===== config.mk =====
export PLATFORM = sky130hd
export DESIGN_NAME = recirc_ctrl
export DESIGN_NICKNAME = d
export VERILOG_FILES = /design/src/rtl/phy_pkg.sv /design/src/rtl/recirc_ctrl.sv
export SDC_FILE = /design/constraint.sdc
export NUM_CORES = 1
export LEC_CHECK = 0
export CAP_MARGIN = 0
export CELL_PAD_IN_SITES_DETAIL_PLACEMENT = 1
export CELL_PAD_IN_SITES_GLOBAL_PLACEMENT = 2
export CORE_ASPECT_RATIO = 0.75
export CORE_MARGIN = 2
export CORE_UTILIZATION = 26
export CTS_CLUSTER_SIZE = 8
export DETAILED_ROUTE_END_ITERATION = 7
export MAX_ROUTING_LAYER = met4
export PLACE_DENSITY_LB_ADDON = 0.1
export RECOVER_POWER = 25
export SETUP_SLACK_MARGIN = 0.05
export SYNTH_ARGS = -nofsm -noshare
export SYNTH_HDL_FRONTEND = slang
export SYNTH_SLANG_ARGS = --single-unit

===== constraint.sdc =====
create_clock -name clk -period 4.7 [get_ports clk]
set_input_delay 0.47 -clock clk [delete_from_list [all_inputs] [get_ports clk]]
set_output_delay 0.47 -clock clk [all_outputs]
set_load 0.02 [all_outputs]

===== src/rtl/phy_pkg.sv =====
// phy_pkg: shared state encodings and lane count for the PHY recirculation path
package phy_pkg;
    localparam int NUM_LANES = 4;
    typedef enum logic [2:0] {
        ST_RESET  = 3'd0,
        ST_INIT   = 3'd1,
        ST_IDLE   = 3'd2,
        ST_ACTIVE = 3'd3,
        ST_ERROR  = 3'd4
    } state_t;
endpackage


===== src/rtl/recirc_ctrl.sv =====
// recirc_ctrl: recirculation main FSM driving idle select, latching FIFO thresholds, capturing lane faults
// Ports: clk/reset (sync, active-high); init config request; umbral_*_in threshold candidates;
//        fifo_empty/fifo_error per-lane flags; idle_out/active_out/error_out/state decoded from the
//        state register; error_lanes sticky fault capture; umbral_*_out latched thresholds.
module recirc_ctrl
    import phy_pkg::*;
#(
    parameter int TH_W      = 3,
    parameter int IDLE_HOLD = 2
) (
    input  logic                 clk,
    input  logic                 reset,
    input  logic                 init,
    input  logic [TH_W-1:0]      umbral_alto_in,
    input  logic [TH_W-1:0]      umbral_bajo_in,
    input  logic [NUM_LANES-1:0] fifo_empty,
    input  logic [NUM_LANES-1:0] fifo_error,
    output logic                 idle_out,
    output logic                 active_out,
    output logic                 error_out,
    output logic [NUM_LANES-1:0] error_lanes,
    output logic [2:0]           state,
    output logic [TH_W-1:0]      umbral_alto_out,
    output logic [TH_W-1:0]      umbral_bajo_out
);
    state_t               state_q, state_d;
    logic [3:0]           cnt_q, cnt_d, cnt_inc;
    logic [NUM_LANES-1:0] lanes_d;
    logic [TH_W-1:0]      alto_d, bajo_d;
    logic                 lane_err, all_empty;

    assign lane_err  = |fifo_error;
    assign all_empty = &fifo_empty;
    // saturate so a long empty stretch never wraps back below IDLE_HOLD
    assign cnt_inc   = (cnt_q == 4'hF) ? cnt_q : cnt_q + 4'd1;

    always_comb begin
        state_d = state_q;
        cnt_d   = '0;
        lanes_d = error_lanes;
        alto_d  = umbral_alto_out;
        bajo_d  = umbral_bajo_out;
        case (state_q)
            ST_RESET: state_d = ST_INIT;
            ST_INIT: begin
                alto_d = umbral_alto_in;
                bajo_d = umbral_bajo_in;
                if (lane_err) begin
                    state_d = ST_ERROR;
                    lanes_d = error_lanes | fifo_error;
                end else if (!init) begin
                    if (umbral_bajo_in > umbral_alto_in) begin
                        state_d = ST_ERROR;
                        lanes_d = '1;
                    end else begin
                        state_d = ST_IDLE;
                    end
                end
            end
            ST_IDLE: begin
                if (lane_err) begin
                    state_d = ST_ERROR;
                    lanes_d = error_lanes | fifo_error;
                end else if (init) state_d = ST_INIT;
                else if (!all_empty) state_d = ST_ACTIVE;
            end
            ST_ACTIVE: begin
                cnt_d = all_empty ? cnt_inc : 4'd0;
                if (lane_err) begin
                    state_d = ST_ERROR;
                    lanes_d = error_lanes | fifo_error;
                end else if (init) state_d = ST_INIT;
                else if (cnt_d == 4'(IDLE_HOLD)) state_d = ST_IDLE;
            end
            ST_ERROR: lanes_d = error_lanes | fifo_error;
            default: state_d = ST_RESET;
        endcase
    end

    always_ff @(posedge clk) begin
        if (reset) begin
            state_q         <= ST_RESET;
            cnt_q           <= '0;
            error_lanes     <= '0;
            umbral_alto_out <= '0;
            umbral_bajo_out <= '0;
        end else begin
            state_q         <= state_d;
            cnt_q           <= cnt_d;
            error_lanes     <= lanes_d;
            umbral_alto_out <= alto_d;
            umbral_bajo_out <= bajo_d;
        end
    end

    assign state      = state_q;
    assign idle_out   = state_q == ST_IDLE;
    assign active_out = state_q == ST_ACTIVE;
    assign error_out  = state_q == ST_ERROR;
endmodule

==> flow_metrics.py, run 1 <==
metrics = {
    "outcome": {
        "status": "finished, final reports clean",
    },
    "worst_setup_path": {
        "worst-r2r-cell-count": 5,
        "start_kind": "register",
        "crit_slowest_cell": "clkdlybuf4s50_1",
        "cp.required_ps": 4230,
        "slowest_delay_ps": 720,
        "path_depth": 2,
        "cp_top_family": "buffers and inverters",
        "path_cells": "nor3b_2 > clkdlybuf4s50_1",
        "arrival_ps": 1960,
        "crit_path_end_kind": "output port",
        "crit_buf_inv": 1,
        "path_class": "register to output port",
        "cp_max_fo": 8,
    },
    "finish": {
        "syn_to_final_growth_pct": 42.5,
        "diodes": 0,
        "fin_cells": 184,
        "drive_gt1_share_pct": 6.94,
        "nNetsFinal": 166,
        "seq_area_um2": 340,
        "final_area_um2": 1330,
        "fillers": 408,
        "multi_input_area_um2": 548,
    },
    "place": {
        "gp_congestion": 0.793,
        "placedCellCount": 180,
        "dp_hpwl_mm": 2.05,
        "io_buffers": 32,
        "placed_area_um2": 1290,
    },
    "routing": {
        "drc_errors": 0,
        "antenna_left": 0,
        "via_per_inst": 5.02,
        "routedWlPerCell_um": 14.3,
        "dr.pass1.iters": 4,
        "finalWirelength_mm": 2.64,
        "drt-initial-drc-count": 39,
        "vias": 924,
    },
    "synthesis": {
        "ys_seq_area_share_pct": 36.6,
        "synth_nets": 131,
        "synth_top_flop_cell": "dfxtp_1",
        "yosysUniqueCellTypes": 31,
        "synth_edf_count": 0,
        "synth.cell_area_um2": 931,
        "avgSynthCellArea_um2": 8.46,
        "yosys_register_bits": 17,
        "yosysWarnings": 0,
        "synthCells": 110,
        "ys_async_sr_fraction_pct": 0,
    },
    "timing": {
        "tightest_slew_ps": 1030,
        "fmax_ghz": 0.412,
        "holdWs_ps": 457,
        "clock_skew_ps": 2.63,
        "post-route-min-period_ps": 2430,
        "slew_headroom_pct": 31.0,
        "period_share_pct": 51.7,
        "hold_violations": 0,
        "final_max_slew_viol_count": 0,
        "fin_setup_tns_ps": 0,
        "setup_viol": 0,
        "rsz0062_at_grt": "false",
    },
    "clocking": {
        "clkTransAtPathRegs_ps": 60,
        "postCtsSetupBuffers": 0,
        "ctsRootBufferMaster": "clkbuf_8",
        "clock_latency_ps": 250,
        "htreeDepth": 1,
        "postCtsHoldBufs": 0,
        "numClockSinks": 17,
        "cts_buffers": 3,
        "cts_buffer_depth": 2,
        "cts_tree": "done",
        "cts_resized": 0,
    },
    "global_route": {
        "antenna_found_initial": 0,
        "grt_pass1_wl_mm": 4.66,
        "grt_usage_pct": 15.1,
        "overflow": 0,
        "grt_max_degree": 15,
        "grt_pass1_vias": 938,
    },
    "die": {
        "die_area_um2": 4080,
        "rows": 18,
        "core-area_um2": 3360,
        "ioPinCount": 33,
        "die_h_um": 55.8,
        "initial_core_util_pct": 27.7,
        "die_w_um": 73.1,
    },
    "hold_path": {
        "hp-class": "register to register",
        "whs_path_depth": 2,
    },
    "power_and_ir_drop": {
        "peakVddDrop_v": 0.000247,
        "power_density_nw_per_um2": 472,
        "power_uw": 625,
        "p_leak_nw": 0.511,
    },
    "run": {
        "cap_violations": 0,
    },
}
==> sequential cells by signal, indices dropped and copies added, names as in the netlist <==
register         count
state                3
cnt_q                4
umbral_bajo_out      3
umbral_alto_out      3
error_lanes          4
==> per-stage QoR <==
step / worst slack, ps / utilization (%)
floorplan: 2790 / -
detailed placement: 2190 / 38.3
finish: 2270 / 39.5
global placement: 2230 / 38.3
CTS: 2240 / 39.7
global route: 2120 / 39.5
==> cell families (layout without fill, tap and decap cells) <==
| logic type | Yosys count | in the layout | synth area share, % |
|---|---|---|---|
| and+or+nand+nor | 50 | 50 | 30.4 |
| AOI/OAI and AO/OA | 26 | 26 | 18.4 |
| DFF | 17 | 17 | 36.6 |
| buffers and inverters | 8 | 42 | 4.03 |
| adders and majority gates | 4 | 4 | 5.38 |
| muxes | 4 | 4 | 4.30 |
| xor gates and xnor gates | 1 | 1 | 0.941 |
==> area by class of cell <==
cell class | instances | share of cell area [%]
inverters | 6 | 1.70
multi-input cells | 85 | 41.3
repair buffers | 32 | 24.2
clock buffers | 4 | 3.40
well taps | 40 | 3.77
flip-flops and latches | 17 | 25.7
==> worst min-delay path, delay by kind of cell (launching register included) <==
kind,cells,cell delay [ps]
flip-flops,1,310
AND/OR/NAND/NOR,1,50
AO/OA/AOI/OAI,1,50
==> report_power, final <==
group	switching [mW]	leakage [nW]	total, mW	internal [mW]
logic	0.161	0.349	0.299	0.137
registers	0.0341	0.139	0.218	0.184
clock network	0.0489	0.0228	0.109	0.0601
total	0.244	0.511	0.625	0.381
==> Yosys cell counts, types with 3 or more instances <==
cell | count | area [um^2]
dfxtp_1 | 17 | 340
nand2_1 | 17 | 63.8
a21oi_1 | 12 | 60.1
nor2_1 | 11 | 41.3
inv_1 | 6 | 22.5
ha_1 | 4 | 50.1
mux2i_1 | 4 | 40.0
nand3_1 | 4 | 20.0
o21ai_0 | 4 | 20.0
o32ai_1 | 4 | 35.0
nand2b_1 | 3 | 18.8
==> final timing paths <==
path              slack [ps]            endpoint                from
setup reg to reg        2590      error_lanes[2]            state[0]
hold / removal           460  umbral_alto_out[1]  umbral_alto_out[1]
setup / recovery        2270           error_out            state[2]
hold reg to reg          460  umbral_alto_out[1]  umbral_alto_out[1]
==> layout by cell type (no fill, tap or decap), types with 2 or more instances in the layout <==
| cell type | n |
|---|---|
| clkdlybuf4s50_1 | 31 |
| nand2_1 | 17 |
| dfxtp_1 | 17 |
| a21oi_1 | 12 |
| nor2_1 | 11 |
| inv_1 | 6 |
| nand3_1 | 4 |
| o21ai_0 | 4 |
| mux2i_1 | 4 |
| o32ai_1 | 4 |
| ha_1 | 4 |
| nand2b_1 | 3 |
| clkbuf_8 | 3 |
| nor3_1 | 2 |
| or4_4 | 2 |
| o211a_1 | 2 |
==> routing by layer <==
metal / GRT usage (%) / wire length [um] / up-vias
li1: - / - / 464
met4: 3.97 / 19 / 0
met3: 4.89 / 201 / 2
met1: 21.6 / 1400 / 426
met2: 20.1 / 1020 / 32
met5: - / 0 / -
No activity file was read; power rests on OpenSTA's default activity.
==> run 2, diff against run 1 <==
CORE_UTILIZATION = 22   (was 26)
clock period = 2.05 ns   (was 4.7 ns; I/O delays follow)
==> run 2 against run 1 <==
Via count grew 6.0%; power grew 140%; clock skew is essentially flat; core utilization shrank 4.0 points; clock-buffer cell count is the same; design area grew 8.6%; sequential power grew 130%; non-clock buffer count grew 11; first-iteration DRC count grew 5.1%; sequential cell count is the same; critical path depth grew 3.
==> flow_metrics.py, run 2 (synthesis results as in run 1) <==
metrics = {
    "clocking": {
        "clock_latency_ps": 250,
        "cts_buffer_depth": 2,
        "htreeDepth": 1,
        "numClockSinks": 17,
        "ctsRootBufferMaster": "clkbuf_8",
        "cts_resized": 1,
        "postCtsSetupBuffers": 0,
        "clkTransAtPathRegs_ps": 70,
        "cts_buffers": 3,
        "cts_tree": "done",
        "postCtsHoldBufs": 0,
    },
    "worst_setup_path": {
        "startpoint": "fifo_error[2]",
        "crit_slowest_cell": "or4_4",
        "worstReg2RegStart": "cnt_q[0]",
        "worst-r2r-cell-count": 6,
        "path_cells": "clkdlybuf4s50_1 > or4_4 > or4_4 > nand3_4 > mux2i_1",
        "cpMostUsedCell": "or4_4",
        "slowest_delay_ps": 550,
        "arrival_ps": 2070,
        "cp_max_fo": 7,
        "path_class": "primary input to register",
        "crit_path_end_kind": "register",
        "cp.required_ps": 2230,
        "start_kind": "primary input",
    },
    "die": {
        "initial_core_util_pct": 23.0,
        "die_h_um": 60.3,
        "die_w_um": 79.1,
        "ioPinCount": 33,
        "rows": 20,
        "core-area_um2": 4050,
        "die_area_um2": 4770,
    },
    "power_and_ir_drop": {
        "p_leak_nw": 0.563,
        "switching_power_uw": 588,
        "pwr-share-comb_pct": 48.8,
        "p_clk_share_pct": 17.2,
        "power_density_nw_per_um2": 1050,
        "power_mw": 1.51,
        "power_frac_seq_pct": 34.0,
        "peakVddDrop_v": 0.000435,
        "p_int_uw": 919,
        "switching_share_pct": 39.0,
    },
    "timing": {
        "tightest_slew_ps": 398,
        "clock_skew_ps": 3.04,
        "setup_viol": 0,
        "rsz0062_at_grt": "false",
        "post-route-min-period_ps": 1890,
        "slew_headroom_pct": 73.4,
        "fin_setup_tns_ps": 0,
        "fmax_ghz": 0.530,
        "hold_violations": 0,
        "period_share_pct": 92.1,
        "final_max_slew_viol_count": 0,
    },
    "global_route": {
        "grt_pass1_vias": 1058,
        "grt_pass1_wl_mm": 5.12,
        "grt_max_degree": 10,
        "overflow": 0,
        "antenna_found_initial": 0,
        "grt_usage_pct": 14.6,
    },
    "place": {
        "placed_area_um2": 1390,
        "io_buffers": 32,
        "dp_hpwl_mm": 2.35,
        "gp_congestion": 0.776,
        "placedCellCount": 206,
    },
    "routing": {
        "drt-initial-drc-count": 41,
        "vias": 979,
        "via_per_inst": 4.66,
        "finalWirelength_mm": 3.01,
        "dr.pass1.iters": 3,
        "drc_errors": 0,
        "routedWlPerCell_um": 14.3,
        "antenna_left": 0,
    },
    "finish": {
        "drive_gt1_share_pct": 15.5,
        "fillers": 482,
        "nNetsFinal": 177,
        "final_cell_mix": "clkdlybuf4s50_1 (31), nand2_1 (17), dfxtp_1 (14)",
        "final_common_cell": "clkdlybuf4s50_1",
        "syn_to_final_growth_pct": 54.7,
        "final_area_um2": 1440,
        "diodes": 0,
        "fin_cells": 210,
        "largest_registers": "cnt_q (4), error_lanes (4)",
    },
    "hold_path": {
        "hp-start": "umbral_alto_out[1]",
        "whs_path_depth": 2,
        "hp-class": "register to register",
    },
    "run": {
        "cap_violations": 0,
    },
    "outcome": {
        "status": "finished, final reports clean",
    },
}
-- run 2: stage by stage --
step | util, % | hold WS (ps) | setup WS (ps)
floorplan | - | 341 | 239
global placement | 34.2 | 440 | -47.5
detailed placement | 34.2 | 451 | -97.4
CTS | 35.5 | 461 | 49.9
global route | 35.5 | 479 | 67.1
finish | 35.5 | 459 | 163
-- run 2: per-layer routing --
| metal | vias to the layer above | part of all wire, % | GRT usage [%] |
|---|---|---|---|
| met4 | 0 | 2.0 | 4.93 |
| li1 | 485 | - | - |
| met3 | 6 | 4.2 | 4.02 |
| met1 | 466 | 49 | 18.2 |
| met5 | - | 0 | - |
| met2 | 22 | 45 | 23.0 |
-- run 2: critical path, delay by kind of cell --
| family | cells | cell delay, ps |
|---|---|---|
| multiplexers | 1 | 200 |
| buffers and inverters | 1 | 430 |
| AND/OR/NAND/NOR | 3 | 1230 |
-- run 2: power groups by stage --
stage	clock (mW)	combinational [mW]	sequential, mW
final	0.259	0.736	0.511
after global routing	0.289	0.798	0.529
after CTS	0.272	0.752	0.510
after detailed placement	0	0.741	0.510
after global placement	0	0.733	0.506
after floorplan	0	0.284	0.600
-- run 2: final timing paths --
check                                          end  slack (ps)
worst max register to register      error_lanes[2]         250
worst min register to register  umbral_alto_out[1]         460
worst max-delay path                      state[2]         160
worst min-delay path            umbral_alto_out[1]         460
-- run 2: final cells by class --
cell class,instances,area (um^2),share of cell area (%)
repair buffers,43,399,27.7
flip-flops and latches,17,344,23.9
clock buffers,4,45.0,3.13
well taps,55,68.8,4.78
multi-input cells,85,561,38.9
inverters,6,22.5,1.56
==> run 3, diff against run 2 <==
CAP_MARGIN = 15   (was 0)
==> results of run 3 <==
Final layout, timing and power as in run 2 (identical DEF).
